File: src/rtl/uart_seq_checker_sat_counter.sv
// Saturating up-counter used for the checker statistics.
// Ports:
//   clk     - system clock
//   reset_n - asynchronous active-low reset, clears q
//   clr     - synchronous clear, has priority over inc
//   inc     - count enable, one increment per cycle while high
//   q       - count value, holds at all-ones instead of wrapping
module sat_counter #(
   parameter int W = 16
) (
   input  logic         clk,
   input  logic         reset_n,
   input  logic         clr,
   input  logic         inc,
   output logic [W-1:0] q
);

   always_ff @(posedge clk or negedge reset_n) begin
      if (!reset_n) begin
         q <= '0;
      end else if (clr) begin
         q <= '0;
      end else if (inc && (q != {W{1'b1}})) begin
         q <= q + W'(1);
      end
   end

endmodule

File: config.mk
export PLATFORM = sky130hd
export DESIGN_NAME = sat_counter
export DESIGN_NICKNAME = d
export VERILOG_FILES = /design/src/rtl/uart_seq_checker_sat_counter.sv
export SDC_FILE = /design/constraint.sdc
export NUM_CORES = 1
export LEC_CHECK = 0
export ABC_AREA = 0
export ABC_CLOCK_PERIOD_IN_PS = 2000
export BUFFER_PORTS_ARGS = -buffer_cell sky130_fd_sc_hd__clkbuf_2
export CORE_ASPECT_RATIO = 1.25
export CORE_MARGIN = 4
export CORE_UTILIZATION = 35
export DETAILED_ROUTE_END_ITERATION = 16
export PLACE_DENSITY_LB_ADDON = 0.15
export SLEW_MARGIN = 20
export SYNTH_ARGS = -nofsm -noshare
export SYNTH_HDL_FRONTEND = slang
export SYNTH_SLANG_ARGS = --single-unit
File: constraint.sdc
create_clock -name clk -period 2 [get_ports clk]
set_input_delay 0.1 -clock clk [delete_from_list [all_inputs] [get_ports clk]]
set_output_delay 0.1 -clock clk [all_outputs]
set_load 0.05 [all_outputs]
* Word level (Yosys, flattened, before mapping)
Index checks and enable logic that the tools add are counted.
** Operators by class
- Add/subtract/negate cells :: 1
- Equality and inequality tests :: 1
- Multiplexer cells :: 2
- Reduce and logical (&&, ||, !) cells :: 2
** Operators with widths (number)
- 2-to-1 mux 16 bit :: 2
- adder 16 x 1 -> 16 bit, second input constant :: 1
- inequality test 16 bit, second input constant :: 1
- nonzero test 2 bit :: 1
- logical AND 1 bit :: 1
** Storage, ports and cells
- Flip-flop bits (word level) :: 16
- Input port bits :: 4
- Output and inout port bits :: 16
- Logic and storage cells :: 7

* Logic depth before layout (Yosys ltp)
- Depth in word-level cells :: 4
- Depth in mapped cells :: 6
- Depth with buffers taken out :: 5

* Worst setup path after synthesis
OpenSTA, ideal clock, no wires.
- Path type :: register to register
- Start point :: register q[0]
- End point :: register q[15]
- Library setup time :: 0.128 ns
- Arrival time :: 1.988 ns
- Required time :: 1.872 ns
- Setup slack :: -0.116 ns
- Stages on the path, launching flop included :: 6
- Buffers on the path :: 0
- Clock period less this slack :: 2.116 ns
- Cells stage by stage :: dfrtp_1 > ha_1 > nand4_2 > nor4_4 > nor4_1 > mux2_1
** On the way
- Word-level cells in the longest chain between the ends :: 3
- Elaborated cells between the ends (all ways) :: 6
- Those cells by class :: add/sub (1); eq/ne (1); mux (2); reduce/logical (2)
** Ends and longest elaborated chain
- from (decl) :: RTL line 15 : output logic [W-1:0] q
- from (signal assigned) :: RTL line 24 : q <= q + W'(1);
- adder 16 x 1 -> 16 bit or inequality test 16 bit (tied branches) :: RTL line 24, 23
- 2-to-1 mux 16 bit or logical AND 1 bit (tied branches) :: RTL line 23 : end else if (inc && (q != {W{1'b1}})) begin
- 2-to-1 mux 16 bit or nonzero test 2 bit (tied branches)
Parallel ways exist; a longest one is shown, timed or not. The select of a mux whose other input is x is not followed.
A chain may end at the register's enable or synchronous reset.

* Final worst setup path
- Start point :: register q[0]
- End point :: register q[3]
The elaborated chain is that of the path after synthesis.

==> impl_results.md <==
- Synth cell types: 28
- Final Instance Area: approximately 1100 µm²
- Worst setup SP type: flop
- Die height: 66.0 µm
- Share of the synthesized area in the top cell type: 0.425
- Worst Path Buf+Inv: 1
- FMAX: about 0.52 GHz
- CP max FO: 14
- CTS tree: built
- Finish-stage setup viols: 0
- Initial antenna violation count: 0
- Post-DR wirelength/cell: between 10 and 15 µm
- Area growth, synth to finish: 17.7%
- GRT overflow: 0
- Fraction of layout cells with a size suffix above 1: 0.305
- Lkg Pwr: 0.484 nW
- TNS Setup: 0 ns
- RSZ-0062 raised after global routing: no
- Slowest CP cell: or4_2
- Crit path cell chain: ha_1 -> nand4_2 -> nor4_4 -> buf_4 -> or4_2 -> a21oi_1
- Synth async-reset ratio: 1.00
- Yosys top cell by area: dfrtp_1
- Top reg by flops: q
- First-pass GRT wire length: a little under 4 mm
- # H-tree levels: 1
- Max reg flops: 16
- Fin. Hold Viols: 0
- Post-DP Area: ~1100 µm²
- Worst IR drop on VDD: between 0.2 and 0.3 mV
- Synth top area cells: dfrtp_1 (42%), a21oi_1 (5.8%), o31ai_1 (5.6%), mux2_1 (4.8%), nand4_1 (4.0%)
- Clk_lat worst skew: ~0.27 ns
- Clock slew at reported path FFs: around 0.09 ns
- Min Clock Period, post-route: 1.92 ns
- Post-synth EDFFs: 0
- Slew @ Worst Pin: 0.573 ns
- Initial Util: 0.377
- Vias in the first global route: between 800 and 900
- Clock Path Buffers: 2
- # DRC: 0
- Synthesized Nets: 103
- Slew headroom: 0.617
- DP Wirelength: between 1.5 and 2 mm
- Ys flop type: dfrtp_1
- Synth Area per Inst: roughly 9.6 µm²
- Core Region: 2500 µm²
- Pre-Repair DR Iteration Count: 4
- Area of the multi-input gates: between 500 and 600 µm²
- GRT Util Overall: 0.143
- Critical path endpoint category: flop
- Hold Path Class: in2reg
- Register area share after synthesis: 0.425
- Setup CP Type: reg2reg
- Post-detailed-route count of antenna-violating nets: 0
- Pins Over Slew Limit: 0
- Most common cell after layout, fill and taps aside: clkbuf_2
- Post-Syn Instances: roughly 100
- Largest delay share family, worst path: simple AND/OR/NAND/NOR gates
- WL final: between 2 and 2.5 mm
- IO Port Bufs: 19
- Nets@finish: between 100 and 150
- Row cnt: 20
- Clock Sinks: 16
- Antenna cells: 0
- Status: finished, final reports clean
- Most frequent cells in the layout: clkbuf_2 (19), dfrtp_1 (14), a21oi_1 (11), o31ai_1 (7)
- IO Pins: 20
- CP arrival: 2.12 ns
- DRT iter0 DRCs: 15
- Post-CTS Repair Setup Buffers: 0
- DR vias: 867
- CTS Buf Count: 3
- Via-to-Cell Ratio: about 5.7
- Die width: 54.4 µm
- Layout Skew: 0.00284 ns
- Pwr per Cell Area: 484 nW/µm²
- Die ar.: around 3600 µm²
- Final Wtd Congestion: 0.756
- Clock root cell: clkbuf_4
- Max-cap violation count: 0
- Largest regs: q x16
- Synth warnings: 0
- Period utilization: 0.958
- Synthesis-stage register bit count: 16
- Register Area: about 400 µm²
- CP max stage delay: approximately 0.60 ns
- Fill count: ~260
- Required time worst endpoint: 2.20 ns
- Synthesized area: between 900 and 1000 µm²
- Largest net degree at the start of global routing: 23
synth_stat cells, drive strengths merged, types with 4 or more instances:
cell / count
nor4: 5
a21oi: 11
nand4: 7
mux2: 4
nor2b: 4
nand2: 6
o31ai: 7
o21ai: 4
or4: 7
clkbuf: 4
dfrtp: 16
nor2: 4
worst paths after layout:
path	startpoint	to	slack, ns	cells past startpoint
max	q[0]$_DFFE_PN0P_	q[3]$_DFFE_PN0P_	0.08	6
min	inc	q[1]$_DFFE_PN0P_	0.12	3
max reg2reg	q[0]$_DFFE_PN0P_	q[3]$_DFFE_PN0P_	0.08	6
min reg2reg	q[14]$_DFFE_PN0P_	q[14]$_DFFE_PN0P_	0.60	2
max in group asynchronous	reset_n	q[1]$_DFFE_PN0P_	1.41	2
min in group asynchronous	reset_n	q[12]$_DFFE_PN0P_	0.27	2
logic make-up after synthesis:
kind of cell	Yosys count	share of synthesized area
multiplexers	4	0.0478
AO/OA/AOI/OAI	24	0.162
adder cells (fa/ha/maj)	1	0.0133
buffers and inverters	8	0.0398
AND/OR/NAND/NOR	45	0.312
flip-flops	16	0.425
metal layers:
layer	up-vias	track usage	routed length (µm)
met4	0	0.0654	17
met5	-	0	0
met3	2	0.0226	119
li1	422	-	-
met2	21	0.237	1090
met1	422	0.176	912
through the flow:
stage / hold WS, ns / utilization / cells / setup slack (ns) / power (mW)
finish: 0.117 / 0.443 / 151 / 0.0837 / 0.537
global route: 0.138 / 0.443 / 151 / 0.00442 / 0.569
CTS: 0.0984 / 0.441 / 151 / 0.0825 / 0.553
detailed placement: 0.0545 / 0.428 / 147 / 0.0975 / 0.383
global placement: 0.0531 / 0.428 / 147 / 0.148 / 0.382
floorplan: -0.196 / - / 98 / 0.0517 / 0.365
worst reg2reg max path: cells and delay by family (launching register included):
family / cells / cell delay (ns)
fa+ha+maj: 1 / 0.25
buf+inv: 1 / 0.19
compound gates: 1 / 0.15
simple gates: 3 / 0.80
flops: 1 / 0.45
timing repair:
action | CTS | global route
setup endpoints to repair | 0 | 1
endpoints found under the hold margin | 16 | 0
hold buffers | 1 | 0
resized for setup | 0 | 1
where the power goes:
group          internal [mW]  switching [mW]
logic                 0.0106          0.0353
registers              0.327         0.00428
clock network         0.0697          0.0905
area by class of cell:
| class | instances | share of cell area |
|---|---|---|
| inverters | 3 | 0.0102 |
| clock buffers | 3 | 0.0203 |
| repair buffers | 22 | 0.108 |
| multi-input cells | 74 | 0.460 |
| well taps | 33 | 0.0372 |
| flip-flops and latches | 16 | 0.363 |
Power figures use the tool's default switching activity.
